<file path="config.mk">
export PLATFORM = sky130hd
export DESIGN_NAME = qam_frame_ctrl
export DESIGN_NICKNAME = d
export VERILOG_FILES = /design/src/rtl/qam_frame_ctrl.sv
export SDC_FILE = /design/constraint.sdc
export NUM_CORES = 1
export LEC_CHECK = 0
export CELL_PAD_IN_SITES_DETAIL_PLACEMENT = 2
export CELL_PAD_IN_SITES_GLOBAL_PLACEMENT = 2
export CORE_MARGIN = 2
export CORE_UTILIZATION = 26
export DETAILED_ROUTE_END_ITERATION = 6
export PLACE_DENSITY = 0.65
export SLEW_MARGIN = 15
export SYNTH_ARGS = -nofsm -noshare
export SYNTH_HDL_FRONTEND = slang
export SYNTH_SLANG_ARGS = --single-unit
</file>
<file path="constraint.sdc">
create_clock -name axi_clk -period 2.18 [get_ports axi_clk]
set_input_delay 0.436 -clock axi_clk [delete_from_list [all_inputs] [get_ports axi_clk]]
set_output_delay 0.436 -clock axi_clk [all_outputs]
set_load 0.02 [all_outputs]
</file>
<file path="src/rtl/qam_frame_ctrl.sv">
// Symbol-framing controller for the 16-QAM modulator: preamble, payload
// nibbles (high first), zero guard, with a per-frame byte limit.
//
// state    | meaning
// ---------+------------------------------------------------------------
// ST_IDLE  | waiting for a byte; first preamble symbol loaded on exit
// ST_PRE   | loading the remaining preamble symbols
// ST_HI    | accepting a byte and loading its high nibble
// ST_LO    | loading the latched low nibble; decide end of payload
// ST_GUARD | loading zero guard symbols, then waiting for the last to drain
//
// frame_done/frame_trunc are registered: they pulse in the cycle after the
// edge on which the final symbol of the frame transfers, the same edge that
// advances frame_cnt.
module qam_frame_ctrl #(
   parameter int                PREAMBLE_LEN = 8,
   parameter int                GUARD_LEN    = 4,
   parameter int                MAX_BYTES    = 64,
   parameter logic signed [3:0] PRE_A        = 4'sh5,
   parameter logic signed [3:0] PRE_B        = -4'sh6
) (
   input  logic              axi_clk,
   input  logic              axi_rstn,
   input  logic              s_valid,
   input  logic [7:0]        s_data,
   input  logic              s_last,
   output logic              s_ready,
   output logic              sym_valid,
   output logic signed [3:0] sym_data,
   input  logic              sym_ready,
   output logic              busy,
   output logic              frame_done,
   output logic              frame_trunc,
   output logic [15:0]       frame_cnt
);

   localparam logic [7:0]  PRE_LAST = 8'(PREAMBLE_LEN - 1);
   localparam logic [7:0]  GUARD_N  = 8'(GUARD_LEN);
   localparam logic [15:0] MAX_N    = 16'(MAX_BYTES);

   typedef enum logic [2:0] {
      ST_IDLE,
      ST_PRE,
      ST_HI,
      ST_LO,
      ST_GUARD
   } state_t;

   state_t            state, state_nxt;
   logic              sym_valid_nxt;
   logic signed [3:0] sym_data_nxt;
   logic [7:0]        pre_cnt, pre_cnt_nxt;
   logic [15:0]       byte_cnt, byte_cnt_nxt;
   logic [7:0]        guard_cnt, guard_cnt_nxt;
   logic [3:0]        lo_nib, lo_nib_nxt;
   logic              last_q, last_nxt;
   logic              trunc_q, trunc_nxt;
   logic [15:0]       frame_cnt_nxt;
   logic              done_nxt;
   logic              trunc_pulse_nxt;
   logic              load;
   logic              xfer;

   // The output register may take a new symbol when empty or being drained.
   assign load = !sym_valid || sym_ready;
   assign xfer = sym_valid && sym_ready;
   assign busy = (state != ST_IDLE);

   // State and datapath registers with synchronous active-low reset.
   always_ff @(posedge axi_clk) begin
      if (!axi_rstn) begin
         state       <= ST_IDLE;
         sym_valid   <= 1'b0;
         sym_data    <= 4'sd0;
         pre_cnt     <= '0;
         byte_cnt    <= '0;
         guard_cnt   <= '0;
         lo_nib      <= '0;
         last_q      <= 1'b0;
         trunc_q     <= 1'b0;
         frame_cnt   <= '0;
         frame_done  <= 1'b0;
         frame_trunc <= 1'b0;
      end else begin
         state       <= state_nxt;
         sym_valid   <= sym_valid_nxt;
         sym_data    <= sym_data_nxt;
         pre_cnt     <= pre_cnt_nxt;
         byte_cnt    <= byte_cnt_nxt;
         guard_cnt   <= guard_cnt_nxt;
         lo_nib      <= lo_nib_nxt;
         last_q      <= last_nxt;
         trunc_q     <= trunc_nxt;
         frame_cnt   <= frame_cnt_nxt;
         frame_done  <= done_nxt;
         frame_trunc <= trunc_pulse_nxt;
      end
   end

   // Next-state, symbol selection and counter updates.
   always_comb begin
      state_nxt       = state;
      sym_valid_nxt   = sym_valid;
      sym_data_nxt    = sym_data;
      pre_cnt_nxt     = pre_cnt;
      byte_cnt_nxt    = byte_cnt;
      guard_cnt_nxt   = guard_cnt;
      lo_nib_nxt      = lo_nib;
      last_nxt        = last_q;
      trunc_nxt       = trunc_q;
      frame_cnt_nxt   = frame_cnt;
      done_nxt        = 1'b0;
      trunc_pulse_nxt = 1'b0;
      s_ready         = 1'b0;

      case (state)
         ST_IDLE: begin
            if (s_valid && load) begin
               sym_valid_nxt = 1'b1;
               sym_data_nxt  = PRE_A;
               pre_cnt_nxt   = 8'd1;
               state_nxt     = (PREAMBLE_LEN == 1) ? ST_HI : ST_PRE;
            end else if (load) begin
               sym_valid_nxt = 1'b0;
            end
         end

         ST_PRE: begin
            if (load) begin
               sym_valid_nxt = 1'b1;
               sym_data_nxt  = pre_cnt[0] ? PRE_B : PRE_A;
               pre_cnt_nxt   = pre_cnt + 8'd1;
               if (pre_cnt == PRE_LAST) begin
                  state_nxt = ST_HI;
               end
            end
         end

         ST_HI: begin
            s_ready = load;
            if (load) begin
               if (s_valid) begin
                  sym_valid_nxt = 1'b1;
                  sym_data_nxt  = s_data[7:4];
                  lo_nib_nxt    = s_data[3:0];
                  last_nxt      = s_last;
                  byte_cnt_nxt  = byte_cnt + 16'd1;
                  state_nxt     = ST_LO;
               end else begin
                  // Source underrun: leave a gap rather than stall the frame.
                  sym_valid_nxt = 1'b0;
               end
            end
         end

         ST_LO: begin
            if (load) begin
               sym_valid_nxt = 1'b1;
               sym_data_nxt  = lo_nib;
               if (last_q || (byte_cnt == MAX_N)) begin
                  guard_cnt_nxt = '0;
                  trunc_nxt     = !last_q;
                  state_nxt     = ST_GUARD;
               end else begin
                  state_nxt = ST_HI;
               end
            end
         end

         ST_GUARD: begin
            // With GUARD_LEN == 0 this state only waits for the low nibble.
            if (guard_cnt != GUARD_N) begin
               if (load) begin
                  sym_valid_nxt = 1'b1;
                  sym_data_nxt  = 4'sd0;
                  guard_cnt_nxt = guard_cnt + 8'd1;
               end
            end else if (xfer) begin
               sym_valid_nxt   = 1'b0;
               done_nxt        = 1'b1;
               trunc_pulse_nxt = trunc_q;
               frame_cnt_nxt   = frame_cnt + 16'd1;
               byte_cnt_nxt    = '0;
               trunc_nxt       = 1'b0;
               last_nxt        = 1'b0;
               state_nxt       = ST_IDLE;
            end
         end

         default: state_nxt = ST_IDLE;
      endcase
   end

endmodule
</file>
Word-level counts from Yosys, hierarchy flattened

Cells that the tools add are included.

Add/subtract/negate cells: 4
Equality and inequality tests: 20
Muxes and demuxes: 49
Bitwise gates (word level): 4
Reductions and logical operators: 25

Operators by type and width:

| kind                                                  | number |
|---|---|
| two-way mux 16 bit                                    | 4 |
| two-way mux 8 bit                                     | 6 |
| adder 16 x 1 -> 16 bit, second input constant         | 2 |
| two-way mux 4 bit                                     | 8 |
| one-hot mux 16 bit (2 select lines)                   | 1 |
| one-hot mux 8 bit (2 select lines)                    | 2 |
| two-way mux 3 bit                                     | 9 |
| inequality test 2 bit, second input constant          | 11 |
| one-hot mux 4 bit (5 select lines)                    | 1 |
| adder 8 x 1 -> 8 bit, second input constant           | 2 |
| equality test 16 x 7 -> 1 bit, second input constant  | 1 |
| AND reduction 8 bit                                   | 2 |
| one-hot mux 3 bit (5 select lines)                    | 1 |
| AND reduction 5 bit                                   | 3 |
| two-way mux 1 bit                                     | 14 |
| AND reduction 3 bit                                   | 3 |
| equality test 8 x 3 -> 1 bit, second input constant   | 1 |
| inequality test 8 x 3 -> 1 bit, second input constant | 1 |
| equality test 3 x 2 -> 1 bit, second input constant   | 2 |
| inequality test 3 bit, second input constant          | 2 |
| nonzero test 2 bit                                    | 3 |
| nonzero test 5 bit                                    | 1 |
| NOT 1 bit                                             | 4 |
| one-hot mux 1 bit (2 select lines)                    | 2 |
| 13 further kinds                                      | 16 |

Register bits after elaboration: 64
Input bits: 13
Output and inout port bits: 25
Logic and storage cells: 114

Longest topological paths before layout

Depth in word-level cells: 5
Gate-level depth with buffers: 9
Gate-level depth less buffers: 7

Least setup slack after synthesis

No wires, ideal clock.

Kind: flip-flop to flip-flop
From: register state[2]
To: register guard_cnt[6]
Library setup time: 0.073 ns
Arrival: 1.850 ns
Required time: 2.107 ns
Slack: 0.257 ns
Cell stages (with the launch flop): 5
Path buffers: 0
Clock period less this slack: 1.923 ns
Cells stage by stage: dfxtp_1 or3b_4 a2111o_1 or4_1 o211ai_2

Longest elaborated chain between the ends: 3
Elaborated cells between the ends (all ways): 9
Classes of those cells: eq/ne: 6; mux: 1; reduce/logical: 2

RTL lines:

| element                                                                      | line | source |
|---|---|---|
| start: declaration                                                           | 49   | `state_t state, state_nxt;` |
| start signal: assignment                                                     | 85   | `state <= state_nxt;` |
| equality test 3 x 2 -> 1 bit / equality test 3 bit (equally long branches)   | 116  | `case (state)` |
| inequality test 2 bit (no line) / nonzero test 2 bit (equally long branches) | --   |  |
| AND reduction 5 bit (no line)                                                | --   |  |
| end signal: assignment                                                       | 90   | `guard_cnt <= guard_cnt_nxt;` |
| end: declaration                                                             | 54   | `logic [7:0] guard_cnt, guard_cnt_nxt;` |

Parallel ways exist; a longest one is shown, timed or not.
A chain may end at the register's enable or synchronous reset.

Final worst setup path

From: register state[2]
To: output s_ready

Longest elaborated chain between the ends: 2

RTL lines:

| element                      | line | source |
|---|---|---|
| equality test 3 x 2 -> 1 bit | 116  |  |
| two-way mux 1 bit            | 116  |  |
| end: declaration             | 27   | `output logic s_ready,` |

No other way between the ends.

==> out/results.ini <==
[setup_path]
crit_cells=3
worstPathRequired_ns=1.74
r2r-end=guard_cnt[6]$_SDFFE_PN0P_
end_kind=output port
crit_start=state[2]$_SDFFE_PN0P_
crit_path_end=s_ready
r2r_setup_slack_ns=0.15
cp-start-kind=register
max_stage_delay_ns=0.51
path_max_fanout=5
critical_path_arrival_ns=1.62
worstPathCellList=or3b_2, nor2_1, dlygate4sd2_1
crit_type=reg2out
rr_worst_depth=5
crit_family=simple AND/OR/NAND/NOR gates
critical-path-slowest-cell=or3b_2
timing.rr.start=state[0]$_SDFFE_PN0P_
cp_num_buf_inv=1

[clocking]
tritoncts=done
clock_path_buffers=2
hold_buffers=0
cts.sinks=64
clock_tree.root_cell=clkbuf_16
cts_max_level=3
clk_pin_slew_ns=0.05
cts_buffers=9
clock_latency_ns=0.34

[power_and_ir_drop]
clock_power_share=0.477
power_frac_seq=0.434
p_sw_w=0.0006947
swShare=0.2520
peakVddDrop_mv=0.2899
p_per_area_mw_per_mm2=651.3
finalPower_w=0.002756
internal-power_w=0.002061
pwr-share-comb=0.089
leakagePower_nw=1.508

[layout]
nets=467
antenna_cells=0
final_common_cell=dfxtp_1
layout_common_cells=dfxtp_1 (64), nor2_1 (54), clkdlybuf4s50_1 (35)
synthToLayoutAreaGrowth_pct=33.10
drive_above_1_share=0.1302

[floorplan]
die_w_um=114.6
die_h_um=114.6
coreArea_mm2=0.01196
initial_core_util=0.2658
ios=38
row_count=40
dieArea_mm2=0.01313

[synthesis]
synth-seq-area-share=0.4030
async_flop_share=0
netlist_area_mm2=0.003179
synth_nets=402
ys_types=51
yosysWarningCount=0
synthFlopType=dfxtp_1
syn_inst=383
ys_ff_latch=64
avgSynthCellArea_um2=8.301
synth_edf_count=0

[timing]
hold_viol=0
setup_viol=0
rsz0062_at_grt=false
fmax_ghz=0.4854
tightest_slew_ns=0.5238
drv_slew=0
tns_ns=0
fin_worst_skew_ns=0.005398
layout_min_cycle_time_ns=2.060
slew-limit-headroom=0.6501
fin_crit_sh=0.9451

[detailed_routing]
avgRoutedWirePerCell_um=15.91
drt_drc_violations_left=0
wl_mm=9.543
ant_nets=0
drt-initial-drc-count=72
via_per_inst=5.015
num_vias=3009
first_pass_iters=4

[global_routing]
grt_max_degree=36
track_usage=0.1571
antenna_found_initial=0
first_global_vias=3230
grt-ovfl-total=0
grt_pass1_wl_mm=16.25

[status]
status=complete, no violations

[placement]
port_buffers=37
routabilityCongestion=0.7576
dpl.hpwl_mm=6.992

[job]
drv_cap=0

[worst_hold_path]
hold_class=reg2reg

[power groups by stage]
stage | registers (W) | clock network [W] | logic (W)
after floorplan | 0.00123 | 0 | 0.000113
after global placement | 0.00122 | 0 | 0.000247
after detailed placement | 0.00122 | 0 | 0.000250
after CTS | 0.00120 | 0.00136 | 0.000250
after global routing | 0.00120 | 0.00142 | 0.000273
final | 0.00120 | 0.00131 | 0.000246
[state kept, by name (all words and copies together) (netlist names)]
signal	count
trunc_q	1
byte_cnt	16
pre_cnt	8
frame_done	1
guard_cnt	8
state	3
sym_data	4
sym_valid	1
frame_cnt	16
last_q	1
frame_trunc	1
lo_nib	4
[worst min path at each step]
stage	cells past startpoint	end	from
detailed placement	2	sym_data[0]$_SDFFE_PN0P_	sym_data[0]$_SDFFE_PN0P_
finish	2	sym_data[0]$_SDFFE_PN0P_	sym_data[0]$_SDFFE_PN0P_
global route	2	sym_data[2]$_SDFFE_PN0P_	sym_data[2]$_SDFFE_PN0P_
floorplan	2	lo_nib[1]$_SDFFE_PN0P_	lo_nib[1]$_SDFFE_PN0P_
CTS	2	sym_data[0]$_SDFFE_PN0P_	sym_data[0]$_SDFFE_PN0P_
global placement	2	sym_data[2]$_SDFFE_PN0P_	sym_data[2]$_SDFFE_PN0P_
[cell type report]
cell class,instances,area (µm²)
fill,1350,7730
multi-input combinational,286,1784
sequential,64,1281
timing repair buffer,70,653.1
clock buffer,10,229.0
tap,147,183.9
inverter,17,63.81
clock inverter,6,36.28
[Yosys cell counts (2+ instances only)]
cell | count | area share
nand2_1 | 26 | 0.031
nor2b_1 | 5 | 0.0098
and2_1 | 2 | 0.0039
dfxtp_1 | 64 | 0.40
nand2b_1 | 6 | 0.012
mux2_2 | 2 | 0.0071
a31oi_1 | 4 | 0.0079
o21ai_0 | 14 | 0.022
inv_1 | 16 | 0.019
nor2_1 | 54 | 0.064
or4_1 | 3 | 0.0071
nor4_1 | 9 | 0.018
or3_1 | 5 | 0.0098
a211oi_1 | 12 | 0.028
nand4_1 | 19 | 0.037
buf_2 | 4 | 0.0063
ha_1 | 6 | 0.024
nor3_1 | 6 | 0.0094
clkbuf_1 | 11 | 0.013
xnor2_1 | 20 | 0.055
o22ai_1 | 2 | 0.0039
nor3b_1 | 4 | 0.0094
and3_1 | 6 | 0.012
xor2_1 | 14 | 0.039
o211ai_1 | 2 | 0.0047
and4_1 | 4 | 0.011
a21oi_1 | 19 | 0.030
nand3_1 | 15 | 0.024
nor4b_1 | 4 | 0.011
a22oi_1 | 4 | 0.0094
[layer usage]
| layer | part of all wire | track usage |
|---|---|---|
| met3 | 0.026 | 0.03494 |
| met1 | 0.49 | 0.2017 |
| met5 | 0 | 0 |
| met2 | 0.47 | 0.2509 |
| met4 | 0.023 | 0.07154 |
[worst min-delay path, cell delays in order (launching register included)]
cell     delay [ns]
dfxtp_1        0.31
nand2_1        0.05
a21oi_1        0.05
[timing repair]
item	in CTS	in global routing
endpoints found under the setup margin	2	16
buffers inserted	0	0
gates resized for setup	2	2
[stage by stage]
step | utilization | hold WS [ns] | instances | instance area [µm²] | setup slack (ns)
6_report | 0.3538 | 0.4565 | 600 | 4232 | 0.1197
5_1_grt | 0.3538 | 0.4824 | 600 | 4232 | 0.01978
4_1_cts | 0.3525 | 0.4661 | 600 | 4217 | 0.007116
3_5_place_dp | 0.3305 | 0.4523 | 584 | 3954 | -0.1663
3_3_place_gp | 0.3305 | 0.4459 | 584 | 3954 | -0.08245
2_1_floorplan | - | 0.4329 | 383 | 3179 | 0.2566
[cell families after synthesis]
kind of cell,Yosys count,share of synthesized area
mux,3,0.01023
fa+ha+maj,6,0.02361
buf+inv,33,0.04053
xor+xnor,34,0.09367
flops,64,0.4030
compound gates,68,0.1393
simple gates,175,0.2896
No activity file was read; power rests on OpenSTA's default activity.
